### src/rtl/prog_loader_if.sv
// Serial-in / BRAM-write bus of the program loader, plus the CPU status lines.
`timescale 1ns/1ps
interface prog_loader_if;
  logic       rx;
  logic [7:0] ram_addr;
  logic [7:0] ram_data;
  logic       ram_we;
  logic       cpu_hold;
  logic       load_done;
  logic       load_err;
  logic [7:0] byte_cnt;

  modport master (
    input  rx,
    output ram_addr, ram_data, ram_we, cpu_hold, load_done, load_err, byte_cnt
  );

  modport slave (
    output rx,
    input  ram_addr, ram_data, ram_we, cpu_hold, load_done, load_err, byte_cnt
  );
endinterface

### src/rtl/prog_loader.sv
// UART-framed bootstrap writer for the program BRAM; holds the CPU until a verified load.
// Optional inter-byte timeout enabled by defining LOADER_TIMEOUT_EN.
`timescale 1ns/1ps
module prog_loader #(
  parameter int unsigned CLK_DIV     = 434,
  parameter logic [7:0]  BASE_ADDR   = 8'h00,
  parameter int unsigned TIMEOUT_CYC = 2_000_000
) (
  input  logic          clk,
  input  logic          rst,
  prog_loader_if.master bus
);

  typedef enum logic [1:0] {RX_IDLE, RX_START, RX_DATA, RX_STOP} rx_state_t;
  typedef enum logic [2:0] {ST_IDLE, ST_LEN, ST_DATA, ST_SUM, ST_DONE} frame_state_t;

  localparam logic [15:0] HALF_M1   = 16'(CLK_DIV / 2 - 1);
  localparam logic [15:0] FULL_M1   = 16'(CLK_DIV - 1);
  localparam logic [7:0]  SYNC_BYTE = 8'hA5;

  logic         r_rx_meta, r_rx_sync, r_rx_prev;
  rx_state_t    r_rx_st;
  logic [15:0]  r_baud;
  logic [2:0]   r_bit;
  logic [7:0]   r_shift;
  logic         r_rx_valid, r_rx_ferr;
  logic [7:0]   r_rx_byte;

  frame_state_t r_st;
  logic [7:0]   r_ram_addr, r_ram_data, r_byte_cnt, r_sum;
  logic         r_ram_we, r_cpu_hold, r_load_done, r_load_err;
  logic [8:0]   r_remain;
  logic         w_in_frame, w_timeout;

  always_ff @(posedge clk) begin
    if (rst) begin
      r_rx_meta <= 1'b1;
      r_rx_sync <= 1'b1;
      r_rx_prev <= 1'b1;
    end else begin
      r_rx_meta <= bus.rx;
      r_rx_sync <= r_rx_meta;
      r_rx_prev <= r_rx_sync;
    end
  end

  always_ff @(posedge clk) begin
    if (rst) begin
      r_rx_st    <= RX_IDLE;
      r_baud     <= '0;
      r_bit      <= '0;
      r_shift    <= '0;
      r_rx_valid <= 1'b0;
      r_rx_ferr  <= 1'b0;
      r_rx_byte  <= '0;
    end else begin
      r_rx_valid <= 1'b0;
      r_rx_ferr  <= 1'b0;
      case (r_rx_st)
        RX_IDLE: begin
          r_baud <= '0;
          r_bit  <= '0;
          if (r_rx_prev && !r_rx_sync) r_rx_st <= RX_START;
        end
        RX_START: begin
          if (r_baud == HALF_M1) begin
            r_baud  <= '0;
            r_rx_st <= r_rx_sync ? RX_IDLE : RX_DATA;
          end else begin
            r_baud <= r_baud + 16'd1;
          end
        end
        RX_DATA: begin
          if (r_baud == FULL_M1) begin
            r_baud  <= '0;
            r_shift <= {r_rx_sync, r_shift[7:1]};
            r_bit   <= r_bit + 3'd1;
            if (r_bit == 3'd7) r_rx_st <= RX_STOP;
          end else begin
            r_baud <= r_baud + 16'd1;
          end
        end
        RX_STOP: begin
          if (r_baud == FULL_M1) begin
            r_baud  <= '0;
            r_rx_st <= RX_IDLE;
            if (r_rx_sync) begin
              r_rx_valid <= 1'b1;
              r_rx_byte  <= r_shift;
            end else begin
              r_rx_ferr <= 1'b1;
            end
          end else begin
            r_baud <= r_baud + 16'd1;
          end
        end
        default: r_rx_st <= RX_IDLE;
      endcase
    end
  end

  assign w_in_frame = (r_st == ST_LEN) || (r_st == ST_DATA) || (r_st == ST_SUM);

`ifdef LOADER_TIMEOUT_EN
  logic [31:0] r_to_cnt;

  always_ff @(posedge clk) begin
    if (rst || r_rx_valid || !w_in_frame) r_to_cnt <= '0;
    else                                  r_to_cnt <= r_to_cnt + 32'd1;
  end

  assign w_timeout = w_in_frame && !r_rx_valid && (r_to_cnt >= 32'(TIMEOUT_CYC - 1));
`else
  logic w_unused_timeout;
  assign w_unused_timeout = (TIMEOUT_CYC != 0);
  assign w_timeout        = 1'b0;
`endif

  always_ff @(posedge clk) begin
    if (rst) begin
      r_st        <= ST_IDLE;
      r_ram_addr  <= BASE_ADDR;
      r_ram_data  <= '0;
      r_ram_we    <= 1'b0;
      r_cpu_hold  <= 1'b1;
      r_load_done <= 1'b0;
      r_load_err  <= 1'b0;
      r_byte_cnt  <= '0;
      r_sum       <= '0;
      r_remain    <= '0;
    end else begin
      r_ram_we <= 1'b0;
      if (r_ram_we) r_ram_addr <= r_ram_addr + 8'd1;
      if (w_timeout) begin
        r_load_err <= 1'b1;
        r_st       <= ST_IDLE;
      end else if (r_rx_ferr) begin
        // Framing errors only abort a frame in progress; an idle or loaded state is left alone.
        if (w_in_frame) r_st <= ST_IDLE;
      end else if (r_rx_valid) begin
        case (r_st)
          ST_IDLE, ST_DONE: begin
            if (r_rx_byte == SYNC_BYTE) begin
              r_load_done <= 1'b0;
              r_load_err  <= 1'b0;
              r_cpu_hold  <= 1'b1;
              r_byte_cnt  <= '0;
              r_ram_addr  <= BASE_ADDR;
              r_sum       <= '0;
              r_st        <= ST_LEN;
            end
          end
          ST_LEN: begin
            r_remain <= (r_rx_byte == 8'd0) ? 9'd256 : {1'b0, r_rx_byte};
            r_st     <= ST_DATA;
          end
          ST_DATA: begin
            r_ram_data <= r_rx_byte;
            r_ram_we   <= 1'b1;
            r_sum      <= r_sum + r_rx_byte;
            r_byte_cnt <= r_byte_cnt + 8'd1;
            r_remain   <= r_remain - 9'd1;
            if (r_remain == 9'd1) r_st <= ST_SUM;
          end
          ST_SUM: begin
            if (r_rx_byte == r_sum) begin
              r_load_done <= 1'b1;
              r_cpu_hold  <= 1'b0;
              r_st        <= ST_DONE;
            end else begin
              r_load_err <= 1'b1;
              r_st       <= ST_IDLE;
            end
          end
          default: r_st <= ST_IDLE;
        endcase
      end
    end
  end

  assign bus.ram_addr  = r_ram_addr;
  assign bus.ram_data  = r_ram_data;
  assign bus.ram_we    = r_ram_we;
  assign bus.cpu_hold  = r_cpu_hold;
  assign bus.load_done = r_load_done;
  assign bus.load_err  = r_load_err;
  assign bus.byte_cnt  = r_byte_cnt;

endmodule

### src/flat_wrapper.sv
// flat-port wrapper written by rule: the top's interface ports become plain ports
module prog_loader_flat 
#(
  parameter int unsigned CLK_DIV     = 434,
  parameter logic [7:0]  BASE_ADDR   = 8'h00,
  parameter int unsigned TIMEOUT_CYC = 2_000_000
)
  (clk, rst, bus_rx, bus_ram_addr, bus_ram_data, bus_ram_we, bus_cpu_hold, bus_load_done, bus_load_err, bus_byte_cnt);
  prog_loader_if bus_i ();
  input  logic clk;
  input  logic rst;
  input wire logic [$bits(bus_i.rx)-1:0] bus_rx;
  output wire logic [$bits(bus_i.ram_addr)-1:0] bus_ram_addr;
  output wire logic [$bits(bus_i.ram_data)-1:0] bus_ram_data;
  output wire logic [$bits(bus_i.ram_we)-1:0] bus_ram_we;
  output wire logic [$bits(bus_i.cpu_hold)-1:0] bus_cpu_hold;
  output wire logic [$bits(bus_i.load_done)-1:0] bus_load_done;
  output wire logic [$bits(bus_i.load_err)-1:0] bus_load_err;
  output wire logic [$bits(bus_i.byte_cnt)-1:0] bus_byte_cnt;
  assign bus_i.rx = bus_rx;
  assign bus_ram_addr = bus_i.ram_addr;
  assign bus_ram_data = bus_i.ram_data;
  assign bus_ram_we = bus_i.ram_we;
  assign bus_cpu_hold = bus_i.cpu_hold;
  assign bus_load_done = bus_i.load_done;
  assign bus_load_err = bus_i.load_err;
  assign bus_byte_cnt = bus_i.byte_cnt;
  prog_loader #(.CLK_DIV(CLK_DIV), .BASE_ADDR(BASE_ADDR), .TIMEOUT_CYC(TIMEOUT_CYC)) u_core (.clk(clk), .rst(rst), .bus(bus_i));
endmodule
### config.mk
export PLATFORM = sky130hd
export DESIGN_NAME = prog_loader_flat
export DESIGN_NICKNAME = d
export VERILOG_FILES = /design/src/rtl/prog_loader_if.sv /design/src/rtl/prog_loader.sv /design/src/flat_wrapper.sv
export SDC_FILE = /design/constraint.sdc
export NUM_CORES = 1
export LEC_CHECK = 0
export CAP_MARGIN = 20
export CORE_MARGIN = 10
export CORE_UTILIZATION = 57
export CTS_BUF_LIST = sky130_fd_sc_hd__clkbuf_4
export DETAILED_ROUTE_END_ITERATION = 12
export PLACE_DENSITY = 0.8
export SETUP_SLACK_MARGIN = 0.05
export SLEW_MARGIN = 20
export SYNTH_ARGS = -nofsm -noshare
export SYNTH_HDL_FRONTEND = slang
export SYNTH_SLANG_ARGS = --single-unit
### constraint.sdc
create_clock -name clk -period 2.6 [get_ports clk]
set_clock_uncertainty 0.1 [all_clocks]
set_input_delay 0.39 -clock clk [delete_from_list [all_inputs] [get_ports clk]]
set_output_delay 0.39 -clock clk [all_outputs]
set_load 0.005 [all_outputs]
---- Yosys cells after proc, flatten, opt, wreduce, memory -nomap -nowiden ----
Cells that the tools add are included.
Widths: inputs -> output; s select.
operators by class
  bitwise gates (word level) .............. 4
  mux-type cells .......................... 40
  $mul .................................... 0
  div/mod/pow operators ................... 0
  equality and inequality tests ........... 24
  shifts and indexed selects .............. 0
  magnitude comparators ................... 0
  reductions and logical operators ........ 26
  $add $sub $neg .......................... 6
operators by type and width
  cell                   number
  $mux 8                 6
  $pmux 16 s3            1
  $mux 16                2
  $pmux 8 s2             2
  $mux 3                 7
  $pmux 9 s2             1
  $add 16x1->16 const B  1
  $add 8x1->8 const B    2
  $eq 16x8->1 const B    1
  $eq 16x9->1 const B    1
  $reduce_and 5->1       3
  $mux 2                 6
  $ne 2x1->1 const B     6
  $pmux 3 s4             1
  $reduce_bool 2->1      5
  $eq 9x1->1 const B     1
  $mux 9                 1
  $reduce_and 3->1       3
  $sub 9x1->9 const B    1
  $add 8x8->8            1
  $eq 8x8->1             1
  $eq 8x8->1 const B     1
  $logic_not 8->1        1
  $mux 1                 8
  other kinds (22)       37
word-level totals
  memories ................................ 0
  RAM bits ................................ 0
  register bits ........................... 90
  bits of input ports ..................... 3
  word-level logic and storage cells ...... 120
  output and inout port bits .............. 28
  bits in latches ......................... 0
  memory bits (read-only) ................. 0

---- Longest topological paths before layout ----
  word-level depth ........................ 6
  depth in mapped cells ................... 8
  depth with buffers taken out ............ 7

---- Worst setup path before layout ----
OpenSTA, ideal clock, no wires.
  path type ............................... reg2reg
  start point ............................. register u_core.r_baud[0]
  end point ............................... register u_core.r_baud[12]
  path slack .............................. 0.624 ns
  arrival ................................. 1.762 ns
  buffers on the path ..................... 1
  period minus slack after synthesis ...... 1.976 ns
  stages on the path, launching flop included .. 8
  library setup time ...................... 0.115 ns
  required time ........................... 2.385 ns
  cell sequence ........................... dfxtp_1 -> inv_1 -> ha_1 -> or4bb_1 -> o311ai_1 -> a21o_1 -> buf_4 -> nor2_1
between the ends
  longest elaborated chain between the ends .. 3
  elaborated cells on any way between the ends .. 6
  those cells by class .................... add/sub (1); eq/ne (2); mux (3)
RTL lines
  element                                RTL line                                                 RTL
  from (decl)                            prog_loader.sv:23                                        logic [15:0] r_baud;
  from (signal assigned)                 prog_loader.sv:70                                        r_baud <= r_baud + 16'd1;
  from (signal assigned)                 prog_loader.sv:80                                        r_baud <= r_baud + 16'd1;
  from (signal assigned)                 prog_loader.sv:94                                        r_baud <= r_baud + 16'd1;
  $add 16x1->16 (tied with other cells)  prog_loader.sv:70, prog_loader.sv:80, prog_loader.sv:94
  $mux 16 (on tied branches)             prog_loader.sv:74, prog_loader.sv:84, prog_loader.sv:66
  $pmux 16 s3 *                          prog_loader.sv:59                                        case (r_rx_st)
Mark *: on every way between the ends. The rest lies on a longest branch, timed or not.
A chain may end at the register's enable or synchronous reset.

---- Worst setup path in the final report ----
  start point ............................. register u_core.r_rx_byte[1]
  end point ............................... register u_core.r_sum[6]
between the ends
  longest elaborated chain between the ends .. 3
  elaborated cells on any way between the ends .. 5
  those cells by class .................... add/sub (1); eq/ne (2); mux (1); reduce/logical (1)
RTL lines
  element                                                              RTL line            RTL
  from (decl)                                                          prog_loader.sv:27   logic [7:0] r_rx_byte;
  from (signal assigned)                                               prog_loader.sv:89   r_rx_byte <= r_shift;
  parallel branches: the longest is 3 deep, another holds $add 8x8->8  n/a
  to (signal assigned)                                                 prog_loader.sv:160  r_sum <= r_sum + r_rx_byte;
  to (decl)                                                            prog_loader.sv:30   logic [7:0] r_ram_addr, r_ram_data, r_byte_cnt, r_sum;
Parallel ways; which one is timed is not known.

==> impl_results.md <==
- Post-layout util: about two thirds
- Worst setup path class: flip-flop to flip-flop
- Worst EP required: 2.81 ns
- Top post-synthesis cells by area: dfxtp_1, nor2_1, mux2i_1, ha_1, nand2_1
- DRT iter0 DRCs: between 150 and 200
- Cell Chain, Critical Path: nor4_1 -> a31oi_1 -> nand2b_1 -> a32oi_1 -> o41ai_1
- Max Slew Vio Count: 0
- Leading area contributor after synthesis: dfxtp_1
- Hold buffer count at CTS: 0
- Root Buffer: clkbuf_4
- Max IR drop VDD: 0.000332 V
- Final Net Count: 543
- Ys Warns: 0
- Routability cong.: 0.963
- Die W: between 100 and 150 µm
- Total clock sinks: 90
- Post-Synthesis Cells: 493
- Largest net degree at the start of global routing: 38
- Async set-or-reset flop fraction in the synthesized netlist: 0%
- R2R Path End: u_core.r_sum[6]
- CP max stage cell: nor4_1
- Max Clock Freq: 431 MHz
- Setup slack after layout: 0.278 ns
- Detailed Place HPWL: 6500 µm
- DRT Wirelength: 9150 µm
- Mean post-synth cell area: 8.64 µm²
- Yosys cell types: 55
- Post-synth net total: 513
- Startpoint Class: flip-flop
- Vias: 3616
- Max cap viols: 0
- Commonest non-fill, non-tap cell in the layout: dfxtp_1
- Top-area cell type share of the netlist area: around 42%
- # rows: 31
- HP Class: input port to flip-flop
- Number of flip-flops and latches in the synthesized netlist: 90
- DR DRC count: 0
- Vias in the first global route: 3327
- R2R setup slack: 0.28 ns
- Met2 wire length: 4300 µm
- Most used DFF post-synth: dfxtp_1
- Sequential area share after synthesis: between 40% and 50%
- Most frequent cells in the layout: dfxtp_1, nor2_1, nand2_1
- H-tree depth: 3
- Clk slew on worst S/H paths: between 0.1 and 0.15 ns
- Layout cells sized above 1: under 10%
- Worst slew margin relative to its limit: 51.8%
- Antenna fix cells: 0
- Max layer used: met4
- First-pass detailed-route iteration total: 5
- Period Utilization, post-route: 89.3%
- Placeable Area: 7250 µm²
- Slew @ Worst Pin: 0.722 ns
- Post-layout min period: about 2.3 ns
- Hold_sp: rst
- Hold slack final: roughly 0.16 ns
- Setup Viol. Count Final: 0
- Post-DR wirelength/cell: 14.6 µm
- Post-Syn Area: 4260 µm²
- Crit. End Element: flip-flop
- Final hold violation count: 0
- Status: finished, final reports clean
- Bufs on Longest Clock Path: 2
- DP Worst Slack: around 0.34 ns
- Clk_lat worst skew: between 0.4 and 0.5 ns
- Antenna Nets Post-Route: 0
- Worst hold path depth: 3
- Met3 wire length: ~460 µm
- IO Port Bufs: 30
- GRT Util Overall: 16.1%
- EDFF count, synth: 0
- Initial Utilization: 58.8%
- Met1 WL: 4230 µm
- Worst EP arrival: 2.53 ns
- Hold Path End: u_core.bus.cpu_hold
- Pwr dens: 485 nW/µm²
- GRT overflow: 0
- Global-route wire length before repair: 15400 µm
- Num CTS Buffers: 9
- Num ports: 31
- Post-route setup TNS: 0 ns
- DIE AREA: 11300 µm²
- Number of antenna violations at the first check in global routing: 0
- Leakage: approximately 1.7 nW
- Critical-path maximum fanout: 7
- Unrepaired setup endpoints after global routing: no
- Vias per std cell: 5.77
- CTS tree: yes
- P&R area growth vs syn: 13.5%
- RR Startpoint: u_core.r_rx_byte[1]
- Die Y: 106 µm
- R2R cell count: 5
- CP peak stage delay: 0.60 ns
how the worst max path moves through the flow:
stage	startpoint	end	cells after the start
after floorplan	u_core.r_baud[0]	u_core.r_baud[12]	7
after global placement	u_core.r_rx_byte[1]	u_core.r_sum[6]	5
after detailed placement	u_core.r_rx_byte[1]	u_core.r_sum[6]	5
after CTS	u_core.r_rx_byte[1]	u_core.r_sum[6]	5
after global routing	u_core.r_rx_byte[1]	u_core.r_sum[6]	5
final	u_core.r_rx_byte[1]	u_core.r_sum[6]	5
logic make-up (layout without fill, tap and decap cells):
group,count (synthesis),in the layout,synth area share [%]
adder cells (fa/ha/maj),17,17,5.17
buffers and inverters,38,73,3.52
AO/OA/AOI/OAI,79,79,11.8
flip-flops,90,90,42.3
multiplexers,22,22,5.20
AND/OR/NAND/NOR,214,214,25.3
XOR/XNOR,33,33,6.78
critical path, delay by kind of cell, from the launching register on:
family	cells	cell delay, ns
simple gates	2	0.97
compound gates	3	0.73
flops	1	0.40
Yosys cell counts, types with 2 or more instances:
master and n:
o211ai_1 2, a21o_1 4, ha_1 16, nand3_1 16
mux2i_1 21, a211oi_1 4, o21ai_0 15, nand2b_1 4
xor2_1 17, dfxtp_1 90, and4_1 4, a21oi_1 24
o22ai_1 4, nor2b_1 4, xnor2_1 16, a31oi_1 2
o31ai_1 2, nand2_1 48, nor4_1 7, nand4_1 11
a22oi_1 7, nor2_1 83, or3_1 2, a22o_1 2
or3b_2 2, a32oi_1 2, and3_1 3, nor3_1 13
clkbuf_1 18, o32ai_1 3, nand3b_1 2, inv_1 16
buf_2 3, nor4_4 3, or2_2 3
cell type report:
type	count	area, µm²
clock buffers	10	75.1
multi-input cells	365	2310
fillers	614	2410
inverters	16	60.1
flip-flops and latches	90	1800
clock inverters	6	88.8
repair buffers	41	378
well taps	99	124
flip-flops by register name, summed over array words and instances, names as in the netlist, 3 cells and up, named ones only:
| name | cells |
|---|---|
| u_core.r_bit | 3 |
| u_core.bus.ram_data | 8 |
| u_core.bus.ram_addr | 8 |
| u_core.r_sum | 8 |
| u_core.r_remain | 9 |
| u_core.r_rx_byte | 8 |
| u_core.r_st | 3 |
| u_core.r_shift | 8 |
| u_core.r_baud | 16 |
| u_core.bus.byte_cnt | 8 |
repair_timing:
item	in CTS	in global routing
setup endpoints to repair	0	3
buffers inserted	0	0
gates resized for setup	0	1
layer usage:
metal  global-route usage, %  vias to the layer above
met4                    6.87                        0
met2                    25.2                      100
met1                    21.1                     1712
met5                       0                        -
met3                    3.32                       17
li1                        -                     1787
per-stage QoR:
stage                     cell area, µm²  total power [mW]  instances
final                               4840              2.35        627
after global routing                4840              2.43        627
after CTS                           4840              2.36        627
after detailed placement            4670              1.50        611
after global placement              4670              1.49        611
after floorplan                     4260              1.48        493
power breakdown:
group	internal, mW	switching, mW
Clock	0.405	0.477
Sequential	1.38	0.00823
Combinational	0.0245	0.0497
No activity file was read; power rests on OpenSTA's default activity.
==> RTL change 1 (same settings) <==
Encoding of `rx_state_t`: now one-hot (4 bits for 4 states).
--- a/src/rtl/prog_loader.sv
+++ b/src/rtl/prog_loader.sv
@@ -11,7 +11,7 @@
   prog_loader_if.master bus
 );
 
-  typedef enum logic [1:0] {RX_IDLE, RX_START, RX_DATA, RX_STOP} rx_state_t;
+  typedef enum logic [3:0] {RX_IDLE = 4'b0001, RX_START = 4'b0010, RX_DATA = 4'b0100, RX_STOP = 4'b1000} rx_state_t;
   typedef enum logic [2:0] {ST_IDLE, ST_LEN, ST_DATA, ST_SUM, ST_DONE} frame_state_t;
 
   localparam logic [15:0] HALF_M1   = 16'(CLK_DIV / 2 - 1);
Behaviour: no difference found for any inputs over 10 cycles, from zero or initial values and one cycle with rst high; not proved beyond that.
==> RTL change 1 against the unedited design <==
Cell area up 3.8%; sequential share of layout area decreased by 0.58 points; critical path depth stayed put; routed wire length grew 9.0%; setup slack gained 9.7 ps; first-iteration DRC count up 64%; worst hold slack better by 61 ps; sequential cell count rose by 2; area after synthesis up 4.9%; die area rose by 4.0%; critical endpoint is now u_core.r_baud[14]$_SDFFE_PP0P_; largest cell class unchanged.
Power is not compared: it rests on default switching activity, and its combinational part moved more than twofold at a synthesized area within 25%.
==> RTL change 1: results (changes against the unedited design) <==
* RR Startpoint: u_core.r_rx_st[3]$_SDFFE_PP0P_
* Final non-filler cell total at 661 (+5.4%)
* Maximum vdd ir drop at approximately 0.00028 V
* Hold path endpoint: u_core.r_baud[1]$_SDFFE_PP0P_
* Detailed Place HPWL at 7300 um (+12%)
* DRT antenna net count at 0 (unchanged)
* Outcome: finished, final reports clean
* Placed Instance Area at 4890 sq um (+4.6%)
* Worst slew margin at 0.551 (+0.0333)
* Largest cells by area after synthesis: dfxtp_1 (41%), nor2_1 (6.0%), nand2_1 (5.0%)
* FF-to-FF End: u_core.r_baud[14]$_SDFFE_PP0P_
* Vias per cell at 5.92 (+2.7%)
* Largest net degree at the start of global routing at 33 (-13%)
* Final WL at 9970 um (+9.0%)
* Post-synthesis cell type count at 61 (+11%)
* Hold Crit Depth at 2 (-1)
* Vias in the first global route at 3,704 (+11%)
* Top cells by count, synth: dfxtp_1 (92), nor2_1 (72), nand2_1 (59), a21oi_1 (43)
* First-pass GRT wire length at 16,900 um (+9.7%)
* Nets at 575 (+5.9%)
* FF-to-FF setup slack at 290 ps
* Placed cells at 646 (+5.7%)
* Seq/Total Area, Yosys at 0.412 (-0.0108)
* Slowest stage cell, crit path: nor4b_1
* Post-Syn Nets at 548 (+6.8%)
* Crit path max fanout at 17 (+10)
* Total track usage at 0.173 (+0.0117)
* Initial drt markers at 295 (+64%)
* Layout cell share with drive strength beyond 1 at 0.0859 (+0.0101)
* Hold Slack at 222 ps (+61.5 ps)
RTL change 1: cell count changes in the layout (fill, tap and decap cells not counted), moves of 6 or more:
cell / unedited run / this run
a21oi_1: 24 / 43
nand2_1: 48 / 59
nor2_1: 83 / 72
nand3b_1: 2 / 9
xnor2_1: 16 / 9
a31oi_1: 2 / 8
inv_1: 16 / 10
or3_1: 2 / 8
RTL change 1: per-stage QoR:
step           worst slack, ps  power [mW]  utilization
2_1_floorplan              508        1.58            -
3_3_place_gp               423        1.63        0.636
3_5_place_dp               354        1.63        0.636
4_1_cts                    305        2.41        0.653
5_1_grt                    158        2.48        0.653
6_report                   288        2.39        0.653
RTL change 1: area by class of cell:
type | count | area [sq um]
clock buffers | 10 | 75.1
clock inverters | 5 | 62.6
fillers | 665 | 2660
inverters | 10 | 37.5
multi-input cells | 401 | 2490
flip-flops and latches | 92 | 1840
well taps | 102 | 128
repair buffers | 41 | 390
RTL change 1: logic make-up (layout without fill, tap and decap cells):
family,Yosys count,count (layout),synth area share
mux,21,21,0.0476
compound gates,113,113,0.161
simple gates,229,229,0.258
fa+ha+maj,17,17,0.0493
buf+inv,35,66,0.0313
xor+xnor,21,21,0.0411
flops,92,92,0.412
RTL change 1: worst max-delay path by stage:
stage	from	endpoint	slack [ps]	depth (start not counted)
5_1_grt	u_core.r_rx_st[3]$_SDFFE_PP0P_	u_core.r_baud[6]$_SDFFE_PP0P_	160	5
2_1_floorplan	u_core.r_rx_byte[1]$_SDFFE_PP0P_	u_core.r_sum[7]$_SDFFE_PP0P_	510	7
4_1_cts	u_core.r_rx_byte[1]$_SDFFE_PP0P_	u_core.r_sum[7]$_SDFFE_PP0P_	300	7
3_3_place_gp	u_core.r_rx_byte[1]$_SDFFE_PP0P_	u_core.r_sum[7]$_SDFFE_PP0P_	420	7
3_5_place_dp	u_core.r_rx_byte[1]$_SDFFE_PP0P_	u_core.r_sum[7]$_SDFFE_PP0P_	350	7
6_report	u_core.r_rx_st[3]$_SDFFE_PP0P_	u_core.r_baud[14]$_SDFFE_PP0P_	290	5
RTL change 1: worst max-delay path, delay by kind of cell (launching register included):
kind / cells / cell delay (ps)
DFF: 1 / 390
and+or+nand+nor: 2 / 1170
AOI/OAI and AO/OA: 3 / 580
RTL change 1: routing by layer:
| metal | track usage | vias up | wire length [um] |
|---|---|---|---|
| met5 | 0 | - | 0 |
| met3 | 0.0410 | 20 | 572 |
| met1 | 0.210 | 1869 | 4450 |
| li1 | - | 1928 | - |
| met2 | 0.292 | 99 | 4780 |
| met4 | 0.0603 | 0 | 167 |
RTL change 1: power by group through the flow:
stage,sequential (mW),combinational (mW),clock (mW)
CTS,1.44,0.166,0.811
global route,1.44,0.189,0.853
finish,1.44,0.167,0.790
global placement,1.47,0.161,0
floorplan,1.46,0.124,0
detailed placement,1.47,0.165,0
==> RTL change 2 (config.mk and constraints unchanged) <==
Made on the original files. `CLK_DIV` is set to 434 in 2 places; all go to 256.
--- a/src/rtl/prog_loader.sv
+++ b/src/rtl/prog_loader.sv
@@ -2,7 +2,7 @@
 // Optional inter-byte timeout enabled by defining LOADER_TIMEOUT_EN.
 `timescale 1ns/1ps
 module prog_loader #(
-  parameter int unsigned CLK_DIV     = 434,
+  parameter int unsigned CLK_DIV     = 256,
   parameter logic [7:0]  BASE_ADDR   = 8'h00,
   parameter int unsigned TIMEOUT_CYC = 2_000_000
 ) (
--- a/src/flat_wrapper.sv
+++ b/src/flat_wrapper.sv
@@ -1,7 +1,7 @@
 // flat-port wrapper written by rule: the top's interface ports become plain ports
 module prog_loader_flat 
 #(
-  parameter int unsigned CLK_DIV     = 434,
+  parameter int unsigned CLK_DIV     = 256,
   parameter logic [7:0]  BASE_ADDR   = 8'h00,
   parameter int unsigned TIMEOUT_CYC = 2_000_000
 )
Function: same outputs for any inputs over 10 cycles, from zero or initial values and one cycle with rst high; that may be too few to reach the edited logic, so the function may still have changed.
==> RTL change 2 against the unedited design <==
Setup slack improved by 36 ps; sequential cell count did not move; area after synthesis down 2.0%; routed wire length decreased by 3.5%; sequential power barely moved; largest power group unchanged; maximum frequency is 1.6% higher; total power decreased by 8.8%; cell area is 2.6% lower.
==> RTL change 2: results (changes against the unedited design) <==
* Hold path endpoint: u_core.r_rx_sync$_SDFF_PP1_
* Power Internal at 1.65 mW (-9.1%)
* Yosys warning count at 0 (unchanged)
* Mux share of post-synthesis cell area at 0.0506 (-0.00135)
* Post-Syn Nets at 506 (-1.4%)
* Nets at 535 (-1.5%)
* Routability cong. at 0.874 (-9.2%)
* FF-to-FF setup slack at 310 ps (+40 ps)
* Met3 wire len at 489 um (+5.4%)
* Hold Slack at 336 ps (+176 ps)
* GR Util met3 at 0.0475 (+0.0143)
* Outcome: finished, final reports clean
* M1 wire length at 3850 um (-9.0%)
* CP max stage delay at 670 ps (+70 ps)
* Post-CTS resize count at 0 (unchanged)
* Maximum vdd ir drop at 0.000278 V (-16%)
* First-pass GRT wire length at 15,400 um (-0.49%)
* Post-synthesis xor/xnor area fraction at 0.0713 (+0.00346)
* Slowest stage cell, crit path: or3b_2
* FF-to-FF End: u_core.r_st[0]$_SDFFE_PP0P_
* Switching Fraction at 0.231 (+0.00299)
* Final WL at 8830 um (-3.5%)
* GRT overflow at 0 (unchanged)
* Largest cells by area after synthesis: dfxtp_1 (43%), nor2_1 (6.9%), mux2i_1 (4.8%)
* Drt pass-1 iters at 4 (-1)
* Seq/Total Area, Yosys at 0.431 (+0.00848)
* Arrival time at the worst endpoint at 2580 ps (+50 ps)
* Total track usage at 0.163 (+0.00168)
* Fillers at 628 (+2.3%)
* Static leakage at 1.87 nW (+11%)
* Layout cell share with drive strength beyond 1 at 0.0766 (+0.000871)
* Worst-margin pin slew at 715 ps (-7.16 ps)
* M2 GR Usage at 0.282 (+0.0300)
* Top cells by count, synth: dfxtp_1 (90), nor2_1 (77), nand2_1 (53), a21oi_1 (32)
* Largest net degree at the start of global routing at 43 (+13%)
* Met2 WL post-DR at 4330 um (+0.65%)
* Hold Crit Depth at 1 (-2)
* Port bufs at 30 (unchanged)
* Sequential power at 1.39 mW (about the same)
* Initial drt markers at 153 (-15%)
* Grt met1 use at 0.190 (-0.0205)
* Initial antenna violation count at 0 (unchanged)
* Hold_sp: u_core.r_rx_meta$_SDFF_PP1_
* CP startpoint: u_core.r_st[1]$_SDFFE_PP0P_
* Post-Synth Adder-Cell Area at 0.0467 (-0.00495)
* Crit path max fanout at 17 (+10)
* Vias per cell at 5.61 (-2.7%)
* Compound-Gate Fraction of Synth Area at 0.131 (+0.0137)
* Clock Power Share at 0.315 (-0.061)
* Async SR Flop Fraction at 0 (unchanged)
* CTS max path bufs at 2 (unchanged)
* Post-synthesis cell type count at 58 (+5.5%)
* Min-delay worst type: reg2reg
* Top sig layer: met4
* Detailed Place HPWL at 6340 um (-2.5%)
* Num CTS Buffers at 9 (unchanged)
* Crit path capture type: register
==> RTL change 2: cell count changes after synthesis, moves of 5 or more <==
cell     change
a21oi_1      +8
inv_1        -8
nand2_1      +5
nor2_1       -6
o21ai_0      -5
xor2_1       +5
==> RTL change 2: metrics by stage <==
stage	std cells	instance area (sq um)	util	worst slack (ps)
after floorplan	488	4180	-	452
after global placement	605	4600	0.641	392
after detailed placement	605	4600	0.641	333
after CTS	621	4710	0.656	313
after global routing	621	4710	0.656	163
final	621	4710	0.656	314
==> RTL change 2: final cells by class <==
type | count | area [sq um] | area share
multi-input combinational | 365 | 2250 | 0.477
sequential | 90 | 1800 | 0.382
timing repair buffer | 43 | 393 | 0.0834
tap | 99 | 124 | 0.0263
clock buffer | 13 | 97.6 | 0.0207
inverter | 8 | 30.0 | 0.00637
clock inverter | 3 | 16.3 | 0.00345
==> RTL change 2: worst max-delay path: cells and delay by family (launching register included) <==
kind            cells  cell delay [ps]
compound gates      2              420
simple gates        2              750
mux                 1              400
flops               1              570
